**src/rtl/buzzer_pkg.sv**
```systemverilog
// Shared types and constants for the beep-pattern generator.
package buzzer_pkg;

    typedef enum logic [1:0] {
        IDLE = 2'd0,
        ON   = 2'd1,
        OFF  = 2'd2
    } state_t;

    localparam int DEF_CLK_HZ = 48_000_000;
    localparam int DEF_DIV_W  = 24;
    localparam int DEF_DUR_W  = 16;
    localparam int DEF_REP_W  = 8;

    // Clock cycles per millisecond for a given input clock.
    function automatic int ms_div(input int clk_hz);
        return clk_hz / 1000;
    endfunction

endpackage

```
**src/rtl/buzzer_seq_if.sv**
```systemverilog
// Controller-side bundle for buzzer_seq: pattern request, programming fields and status.
interface buzzer_seq_if
    import buzzer_pkg::*;
#(
    parameter int DIV_W = DEF_DIV_W,
    parameter int DUR_W = DEF_DUR_W,
    parameter int REP_W = DEF_REP_W
) ();

    logic             start;
    logic             stop;
    logic [DIV_W-1:0] half_div;
    logic [DUR_W-1:0] on_ms;
    logic [DUR_W-1:0] off_ms;
    logic [REP_W-1:0] reps;
    logic             BP;
    logic             busy;
    logic             done;

    modport master (
        output start, stop, half_div, on_ms, off_ms, reps,
        input  BP, busy, done
    );

    modport slave (
        input  start, stop, half_div, on_ms, off_ms, reps,
        output BP, busy, done
    );

endinterface

```
**src/rtl/buzzer_seq_tone_div.sv**
```systemverilog
// Square-tone divider: registered output toggling every half_div enabled cycles.
module tone_div
    import buzzer_pkg::*;
#(
    parameter int DIV_W = DEF_DIV_W
) (
    input  logic             CLK,
    input  logic             RST_N,
    input  logic             clr,
    input  logic             en,
    input  logic [DIV_W-1:0] half_div,
    output logic             tone
);

    logic [DIV_W-1:0] cnt;

    // clr restarts the phase high; with neither clr nor en the output parks low.
    always_ff @(posedge CLK or negedge RST_N) begin
        if (!RST_N) begin
            cnt  <= '0;
            tone <= 1'b0;
        end else if (clr) begin
            cnt  <= '0;
            tone <= (half_div != '0);
        end else if (en) begin
            if (half_div == '0) begin
                cnt  <= '0;
                tone <= 1'b0;
            end else if (cnt == half_div - 1'b1) begin
                cnt  <= '0;
                tone <= ~tone;
            end else begin
                cnt <= cnt + 1'b1;
            end
        end else begin
            cnt  <= '0;
            tone <= 1'b0;
        end
    end

endmodule

```
**src/rtl/buzzer_seq.sv**
```systemverilog
// Beep-pattern generator: N gated tone bursts with programmable on/off lengths in ms.
module buzzer_seq
    import buzzer_pkg::*;
#(
    parameter int CLK_HZ = DEF_CLK_HZ,
    parameter int DIV_W  = DEF_DIV_W,
    parameter int DUR_W  = DEF_DUR_W,
    parameter int REP_W  = DEF_REP_W
) (
    input  logic         CLK,
    input  logic         RST_N,
    buzzer_seq_if.slave  bus
);

    localparam int MS_DIV = ms_div(CLK_HZ);
    localparam int PRE_W  = $clog2(MS_DIV);
    localparam logic [PRE_W-1:0] PRE_LAST = PRE_W'(MS_DIV - 1);

    state_t           state;
    logic [PRE_W-1:0] pre;
    logic [DUR_W-1:0] ms_cnt;
    logic [REP_W-1:0] beep_cnt;
    logic             busy_r;
    logic             done_r;

    logic [DIV_W-1:0] half_r;
    logic [DUR_W-1:0] on_r;
    logic [DUR_W-1:0] off_r;
    logic [REP_W-1:0] reps_r;

    logic             pre_last;
    logic             on_end;
    logic             off_end;
    logic [REP_W-1:0] beep_nxt;
    logic             last_beep;
    logic             accept;
    logic             reenter;
    logic [PRE_W-1:0] pre_step;
    logic [DUR_W-1:0] ms_step;
    logic             tone_clr;
    logic             tone_en;
    logic [DIV_W-1:0] tone_hd;
    logic             tone;

    // Phase timing: prescaler and ms counter both restart at every phase entry.
    always_comb begin
        pre_last  = (pre == PRE_LAST);
        pre_step  = pre_last ? '0 : pre + 1'b1;
        ms_step   = pre_last ? ms_cnt + 1'b1 : ms_cnt;
        on_end    = (state == ON)  && pre_last && (ms_cnt == on_r - 1'b1);
        off_end   = (state == OFF) && pre_last && (ms_cnt == off_r - 1'b1);
        beep_nxt  = (beep_cnt == '1) ? beep_cnt : beep_cnt + 1'b1;
        last_beep = (reps_r != '0) && (beep_nxt == reps_r);
        accept    = (state == IDLE) && bus.start && !bus.stop;
        reenter   = on_end && !last_beep && (off_r == '0);
    end

    // Tone restarts on every ON entry; the divider sees the live field only at accept.
    always_comb begin
        tone_clr = !bus.stop && (accept || reenter || off_end);
        tone_en  = !bus.stop && (state == ON) && !on_end;
        tone_hd  = (state == IDLE) ? bus.half_div : half_r;
    end

    tone_div #(
        .DIV_W (DIV_W)
    ) u_tone (
        .CLK      (CLK),
        .RST_N    (RST_N),
        .clr      (tone_clr),
        .en       (tone_en),
        .half_div (tone_hd),
        .tone     (tone)
    );

    // Programming fields are captured once per pattern; on_ms=0 is stored as 1 ms.
    always_ff @(posedge CLK) begin
        if (accept) begin
            half_r <= bus.half_div;
            on_r   <= (bus.on_ms == '0) ? DUR_W'(1) : bus.on_ms;
            off_r  <= bus.off_ms;
            reps_r <= bus.reps;
        end
    end

    always_ff @(posedge CLK or negedge RST_N) begin
        if (!RST_N) begin
            state    <= IDLE;
            pre      <= '0;
            ms_cnt   <= '0;
            beep_cnt <= '0;
            busy_r   <= 1'b0;
            done_r   <= 1'b0;
        end else begin
            done_r <= 1'b0;
            if (bus.stop) begin
                state    <= IDLE;
                pre      <= '0;
                ms_cnt   <= '0;
                beep_cnt <= '0;
                busy_r   <= 1'b0;
            end else begin
                case (state)
                    IDLE: begin
                        if (bus.start) begin
                            state    <= ON;
                            pre      <= '0;
                            ms_cnt   <= '0;
                            beep_cnt <= '0;
                            busy_r   <= 1'b1;
                        end
                    end
                    ON: begin
                        if (on_end) begin
                            beep_cnt <= beep_nxt;
                            pre      <= '0;
                            ms_cnt   <= '0;
                            if (last_beep) begin
                                state  <= IDLE;
                                busy_r <= 1'b0;
                                done_r <= 1'b1;
                            end else if (off_r == '0) begin
                                state <= ON;
                            end else begin
                                state <= OFF;
                            end
                        end else begin
                            pre    <= pre_step;
                            ms_cnt <= ms_step;
                        end
                    end
                    OFF: begin
                        if (off_end) begin
                            state  <= ON;
                            pre    <= '0;
                            ms_cnt <= '0;
                        end else begin
                            pre    <= pre_step;
                            ms_cnt <= ms_step;
                        end
                    end
                    default: begin
                        state  <= IDLE;
                        busy_r <= 1'b0;
                    end
                endcase
            end
        end
    end

    assign bus.BP   = tone;
    assign bus.busy = busy_r;
    assign bus.done = done_r;

endmodule

```
**src/flat_wrapper.sv**
```systemverilog
// flat-port wrapper written by rule: the top's interface ports become plain ports
module buzzer_seq_flat import buzzer_pkg::*;
#(
    parameter int CLK_HZ = DEF_CLK_HZ,
    parameter int DIV_W  = DEF_DIV_W,
    parameter int DUR_W  = DEF_DUR_W,
    parameter int REP_W  = DEF_REP_W
)
  (CLK, RST_N, bus_start, bus_stop, bus_half_div, bus_on_ms, bus_off_ms, bus_reps, bus_BP, bus_busy, bus_done);
  buzzer_seq_if #(.DIV_W(DIV_W), .DUR_W(DUR_W), .REP_W(REP_W)) bus_i ();
  input  logic CLK;
  input  logic RST_N;
  input wire logic [$bits(bus_i.start)-1:0] bus_start;
  input wire logic [$bits(bus_i.stop)-1:0] bus_stop;
  input wire logic [$bits(bus_i.half_div)-1:0] bus_half_div;
  input wire logic [$bits(bus_i.on_ms)-1:0] bus_on_ms;
  input wire logic [$bits(bus_i.off_ms)-1:0] bus_off_ms;
  input wire logic [$bits(bus_i.reps)-1:0] bus_reps;
  output wire logic [$bits(bus_i.BP)-1:0] bus_BP;
  output wire logic [$bits(bus_i.busy)-1:0] bus_busy;
  output wire logic [$bits(bus_i.done)-1:0] bus_done;
  assign bus_i.start = bus_start;
  assign bus_i.stop = bus_stop;
  assign bus_i.half_div = bus_half_div;
  assign bus_i.on_ms = bus_on_ms;
  assign bus_i.off_ms = bus_off_ms;
  assign bus_i.reps = bus_reps;
  assign bus_BP = bus_i.BP;
  assign bus_busy = bus_i.busy;
  assign bus_done = bus_i.done;
  buzzer_seq #(.CLK_HZ(CLK_HZ), .DIV_W(DIV_W), .DUR_W(DUR_W), .REP_W(REP_W)) u_core (.CLK(CLK), .RST_N(RST_N), .bus(bus_i));
endmodule
```
**config.mk**
```make
export PLATFORM = sky130hd
export DESIGN_NAME = buzzer_seq_flat
export DESIGN_NICKNAME = d
export VERILOG_FILES = /design/src/rtl/buzzer_pkg.sv /design/src/rtl/buzzer_seq_if.sv /design/src/rtl/buzzer_seq_tone_div.sv /design/src/rtl/buzzer_seq.sv /design/src/flat_wrapper.sv
export SDC_FILE = /design/constraint.sdc
export NUM_CORES = 1
export LEC_CHECK = 0
export CAP_MARGIN = 20
export CORE_MARGIN = 2
export CORE_UTILIZATION = 34
export DETAILED_ROUTE_END_ITERATION = 12
export DONT_BUFFER_PORTS = 1
export GPL_TIMING_DRIVEN = 0
export PLACE_DENSITY = 0.49
export SLEW_MARGIN = 20
export SYNTH_ARGS = -nofsm -noshare
export SYNTH_HDL_FRONTEND = slang
export SYNTH_SLANG_ARGS = --single-unit
```
**constraint.sdc**
```tcl
create_clock -name CLK -period 10.3 [get_ports CLK]
set_clock_uncertainty 0.15 [all_clocks]
set_input_delay 1.545 -clock CLK [delete_from_list [all_inputs] [get_ports CLK]]
set_output_delay 1.545 -clock CLK [all_outputs]
set_load 0.01 [all_outputs]
```
## Yosys cells after proc, flatten, opt, wreduce, memory -nomap -nowiden

Cells that the tools add are included.

- Reductions and logical operators: 29
- Bitwise gates (word level): 1
- Div/mod/pow operators: 0
- Add/sub/neg operators: 7
- Magnitude comparators: 0
- Muxes and demuxes: 41
- Multipliers: 0
- Eq/ne operators: 14
- Shift operators: 0

Operator list:

| kind | number |
|---|---|
| 16-bit two-way mux | 9 |
| 24-bit two-way mux | 5 |
| 16-bit one-hot mux with 3 select lines | 2 |
| 16-bit by 1-bit adder with 16-bit output (second input constant) | 2 |
| 16-bit == test | 2 |
| 16-bit logical NOT | 2 |
| 8-bit two-way mux | 4 |
| 16-bit by 1-bit subtractor with 16-bit output (second input constant) | 2 |
| 24-bit by 1-bit adder with 24-bit output (second input constant) | 1 |
| 24-bit == test | 1 |
| 24-bit logical NOT | 1 |
| 24-bit nonzero test | 1 |
| 24-bit by 1-bit subtractor with 24-bit output (second input constant) | 1 |
| 16-bit == test (second input constant) | 1 |
| 8-bit one-hot mux with 2 select lines | 1 |
| 1-bit logical AND | 12 |
| 1-bit two-way mux | 12 |
| 2-bit two-way mux | 6 |
| 3-bit by 2-bit != test with 1-bit output (second input constant) | 3 |
| 8-bit by 1-bit adder with 8-bit output (second input constant) | 1 |
| 8-bit == test | 1 |
| 8-bit == test (second input constant) | 1 |
| 8-bit nonzero test | 1 |
| 2-bit one-hot mux with 3 select lines | 1 |
| 15 further kinds | 19 |

- Logic and storage cells: 104
- Bits in read-only memories: 0
- Bits in registers: 133
- Bits in latches: 0
- Bits in writable memories: 0
- Input bits: 68
- Memories kept: 0

## Logic depth before layout (Yosys ltp)

- Depth in word-level cells: 11
- Gate-level depth with buffers: 19
- Mapped depth without buffers: 13

## By module

A second synthesis with hierarchy kept.

- Cell total of the unflattened synthesis: 868
- Area, all modules: 8498.2 um2

By module, submodules not included:

| module | cells an instance | area an instance (um2) | instances | seq. area each (um2) |
|---|---|---|---|---|
| buzzer_seq | 627 | 6463.7 | 1 | 3022.9 |
| tone_div | 241 | 2034.5 | 1 | 625.6 |

## Least setup slack after synthesis

Ideal clock, no wire load.

- Path type: input port to flip-flop
- Start: in bus_half_div[0]
- End: reg u_core.u_tone.cnt[11]
- Setup time: 0.123 ns
- Data arrival time: 4.078 ns
- Cell stages on the path: 11
- Path buffers: 2
- Path slack: 5.949 ns
- Data required time: 10.027 ns
- Path through: or4b_1 -> a222oi_1 -> and3_4 -> nand2_4 -> a2111oi_0 -> o21ai_1 -> nor3_1 -> nand4bb_1 -> buf_6 -> buf_12 -> nor2_4

- Cells in the longest elaborated chain, start to end: 7

RTL lines:

| what | line | RTL |
|---|---|---|
| start: declaration | flat_wrapper.sv:15 | `input wire logic [$bits(bus_i.half_div)-1:0] bus_half_div;` |
| 24-bit two-way mux * | buzzer_seq.sv:62 | `tone_hd = (state == IDLE) ? bus.half_div : half_r;` |
| 24-bit by 1-bit subtractor with 24-bit output | buzzer_seq_tone_div.sv:29 | `end else if (cnt == half_div - 1'b1) begin` |
| 24-bit == test | buzzer_seq_tone_div.sv:29 |  |
| 24-bit two-way mux | buzzer_seq_tone_div.sv:29 |  |
| 24-bit two-way mux * | buzzer_seq_tone_div.sv:26 | `if (half_div == '0) begin` |
| 24-bit two-way mux * | buzzer_seq_tone_div.sv:25 | `end else if (en) begin` |
| 24-bit two-way mux * | buzzer_seq_tone_div.sv:22 | `end else if (clr) begin` |
| end signal: assignment | buzzer_seq_tone_div.sv:33 | `cnt <= cnt + 1'b1;` |
| end: declaration | buzzer_seq_tone_div.sv:15 | `logic [DIV_W-1:0] cnt;` |

Mark *: on every way between the ends. The rest lies on a longest branch, timed or not.
A chain may end at the register's enable or synchronous reset.

## Worst setup path after layout

- Start: reg u_core.state[1]
- End: reg u_core.u_tone.cnt[11]

- Cells in the longest elaborated chain, start to end: 9

RTL lines:

| what | line | RTL |
|---|---|---|
| start: declaration | buzzer_seq.sv:19 | `state_t state;` |
| start signal: assignment | buzzer_seq.sv:88 | `state <= IDLE;` |
| start signal: assignment | buzzer_seq.sv:97 | `state <= IDLE;` |
| start signal: assignment | buzzer_seq.sv:106 | `state <= ON;` |
| branches (longest 8 deep; another with 24-bit by 1-bit subtractor with 24-bit output) | n/a |  |
| 24-bit two-way mux * | buzzer_seq_tone_div.sv:22 |  |

Every way passes the cells marked *.

==> summary.md <==
| Metric | Value |
|---|---|
| Min cycle time layout | `4940 ps` |
| Routed length per placed instance | `18.2 um` |
| Synth Area in Compound Gates | `13.7%` |
| Num CTS Buffers | `17` |
| FILL cells | `2511` |
| Max-cap violations | `0` |
| Initial antenna violation count | `1` |
| Max_slew headroom | `36.5%` |
| GR met1 Demand/Resource | `24.3%` |
| Commonest non-fill, non-tap cell in the layout | `nand2_1` |
| Synth Area in XOR/XNOR | `9.83%` |
| Post-CTS Resized | `0` |
| Setup Buffers After CTS | `0` |
| Starting Density | `34.5%` |
| Largest family of logic cells by synthesized area | `simple AND/OR/NAND/NOR gates` |
| Die Wd | `163 um` |
| CP max FO | `10` |
| Asr flop ratio synth | `51.9%` |
| Skew-Pair Late Insertion Delay | `420 ps` |
| Reg2reg start | `u_core.state[1]$_DFFE_PN0P_` |
| Yosys top cell by area | `edfxtp_1` |
| Mapped Area | `8640 um2` |
| EDFF count, synth | `64` |
| Final instance area | `9670 um2` |
| Via-per-instance ratio | `5.40` |
| Post-synthesis register bit count | `133` |
| Post-route worst setup slack | `5360 ps` |
| Reg-to-reg slack, setup | `5360 ps` |
| Critical path class | `reg -> reg` |
| Synth warn | `0` |
| Mux contribution to synthesized area | `3.40%` |
| Synth area leaders | `edfxtp_1 22%, dfrtp_1 20%, xnor2_1 6.2%` |
| Drt first pass iters | `5` |
| Synth Flop Type | `dfrtp_1` |
| Gate Count Post-Synth | `882` |
| Worst-Margin Slew | `952 ps` |
| Worst min path class | `reg -> reg` |
| CTS hold repair buffers | `0` |
| Placed Area | `9080 um2` |
| Max-slew violations | `0` |
| CP required | `10450 ps` |
| RSZ-0062 raised after global routing | `no` |
| Post-synthesis simple-gate area fraction | `24.9%` |
| Worst-path clk slew | `60 ps` |
| Final hold violation count | `0` |
| IO Pins | `71` |
| Reg2reg end | `u_core.u_tone.cnt[11]$_DFF_PN0_` |
| Routability cong. | `0.812` |
| DR iter-0 viols | `366` |
| Post-DP HPWL | `16.9 mm` |
| Most frequent cells in the layout | `70 x nand2_1, 69 x dfrtp_1, 64 x edfxtp_1` |
| Final setup vio count | `0` |
| Final setup TNS | `0 ps` |
| Largest net degree at the start of global routing | `70` |
| Critical path launch point type | `flip-flop` |
| Leak | `3.37 nW` |
| Pwr dens | `193 nW/um2` |
| Die height | `163 um` |
| Remaining antenna violation count after routing | `0` |
| Synth unique cells | `88` |
| Post-Synth Adder-Cell Area | `1.59%` |
| Final WL | `22.7 mm` |
| Die area | `26700 um2` |
| Htree depth | `4` |
| CTS tree | `yes` |
| Core ar. | `25000 um2` |
| Avg Synthesized Cell Area | `9.80 um2` |
| # DRC | `0` |
| Sink Count | `133` |
| Row count | `58` |
| Period utilisation layout | `47.9%` |
| Crit path arrival time | `5090 ps` |
| Area Overhead vs Synth | `11.9%` |
| Hold Startpoint | `u_core.pre[12]$_DFFE_PN0P_` |
| IO Port Bufs | `0` |
| Global routing's busiest layer | `met2` |
| Met3 Usage GRT | `3.86%` |
| Clock tree buffer depth | `2` |
| Gr ovfl total | `0` |
| Worst setup EP type | `flip-flop` |
| Root Driver | `clkbuf_16` |
| Reg2reg path depth | `19` |
| Via count | `6731` |
| First-pass GRT wire length | `36.8 mm` |
| M2 GR Usage | `28.3%` |
| Status | `finished, final reports clean` |
| Share of cells above drive strength 1 | `10.2%` |
| Gr usage total | `17.8%` |
| Hold Crit Depth | `1` |
| Hold Path End | `u_core.pre[12]$_DFFE_PN0P_` |
| Final Power | `1.86 mW` |
| Vias in the first global route | `6507` |
| Peak supply drop | `0.0000898 V` |
| Share of the synthesized area in the top cell type | `22.2%` |
| Register area share after synthesis | `42.2%` |
| Worst slack, placed | `5310 ps` |
| Maximum clock frequency | `0.202 GHz` |
| Layout Nets | `981` |
| Syn nets | `961` |
-- how the worst max path moves through the flow --
stage                                           start                              end  slack [ps]  depth (start not counted)
after floorplan                       bus_half_div[0]  u_core.u_tone.cnt[11]$_DFF_PN0_        5950                         11
final                     u_core.state[1]$_DFFE_PN0P_  u_core.u_tone.cnt[11]$_DFF_PN0_        5360                         19
after CTS                 u_core.state[0]$_DFFE_PN0P_  u_core.u_tone.cnt[20]$_DFF_PN0_        5300                         19
after global routing      u_core.state[0]$_DFFE_PN0P_  u_core.u_tone.cnt[20]$_DFF_PN0_        4950                         19
after global placement    u_core.state[0]$_DFFE_PN0P_  u_core.u_tone.cnt[19]$_DFF_PN0_        5300                         19
after detailed placement  u_core.state[0]$_DFFE_PN0P_  u_core.u_tone.cnt[20]$_DFF_PN0_        5310                         19
-- synthesized netlist by cell type (7+ instances only) --
cell type / n
nor2b_1: 9
nor3b_1: 7
nor2_1: 43
edfxtp_1: 64
nand2_1: 70
or3_1: 16
dfrtp_1: 69
and2_1: 10
mux2i_1: 26
o311ai_0: 13
a211oi_1: 9
o21ai_0: 48
o211ai_1: 8
buf_2: 7
nor3_1: 28
xnor2_1: 61
nand4_1: 15
and3_1: 17
o31ai_1: 11
nor4_1: 16
nand2b_1: 7
inv_1: 19
xor2_1: 36
nor2_4: 18
clkbuf_1: 46
nand3_1: 46
nand4b_1: 8
ha_1: 11
a21oi_1: 24
-- worst max-delay path, stage by stage, from the launching register on --
cell and delay [ps]:
dfrtp_1 410, inv_1 90, ha_1 330, buf_4 230, buf_2 250, buf_2 350, buf_2 370, mux2i_1 230
ha_1 220, inv_1 70, a221oi_2 380, nand4_1 270, or3b_1 420, o21ai_1 70, nand4_1 170, nor3_1 220
nand4bb_1 170, buf_6 160, buf_12 180, nor2_4 50
-- sequential cells by signal, indices dropped and copies added, names as in the netlist, 2 cells and up --
name	cells
u_core.on_r	16
u_core.ms_cnt	16
u_core.pre	16
u_core.off_r	16
u_core.half_r	24
u_core.state	2
u_core.beep_cnt	8
u_core.reps_r	8
u_core.u_tone.cnt	24
-- power breakdown --
group / total, mW / leakage [nW] / internal [mW] / switching [mW]
registers: 0.646 / 1.56 / 0.608 / 0.0379
logic: 0.594 / 1.53 / 0.236 / 0.358
clock network: 0.623 / 0.287 / 0.379 / 0.244
-- stage by stage --
| stage | utilization (%) | hold WS [ps] | instances |
|---|---|---|---|
| 3_3_place_gp | 36.2 | 319 | 1212 |
| 3_5_place_dp | 36.3 | 315 | 1213 |
| 2_1_floorplan | - | 295 | 882 |
| 6_report | 38.6 | 322 | 1246 |
| 5_1_grt | 38.6 | 331 | 1244 |
| 4_1_cts | 38.6 | 323 | 1244 |
-- routing by layer --
layer  wire length [um]  vias to the layer above
met3                950                       22
met2              10800                      121
met1              10700                     3264
met4                324                        0
met5                  0                        -
li1                   -                     3324
-- cells by family after synthesis --
| family | Yosys count |
|---|---|
| DFF | 133 |
| muxes | 29 |
| buffers and inverters | 78 |
| adders and majority gates | 11 |
| AOI/OAI and AO/OA | 171 |
| and+or+nand+nor | 363 |
| xor gates and xnor gates | 97 |
-- area by class of cell --
cell class                 instances  area [um2]  share of cell area (%)
clock buffer                      18         429                    4.44
timing repair buffer               1        20.0                   0.207
tap                              330         413                    4.27
sequential                       133        3650                    37.7
clock inverter                    13         160                    1.66
antenna                            2        5.00                  0.0517
buffer                            59         303                    3.13
multi-input combinational        671        4620                    47.8
inverter                          19        71.3                   0.737
No activity file was read; power rests on OpenSTA's default activity.
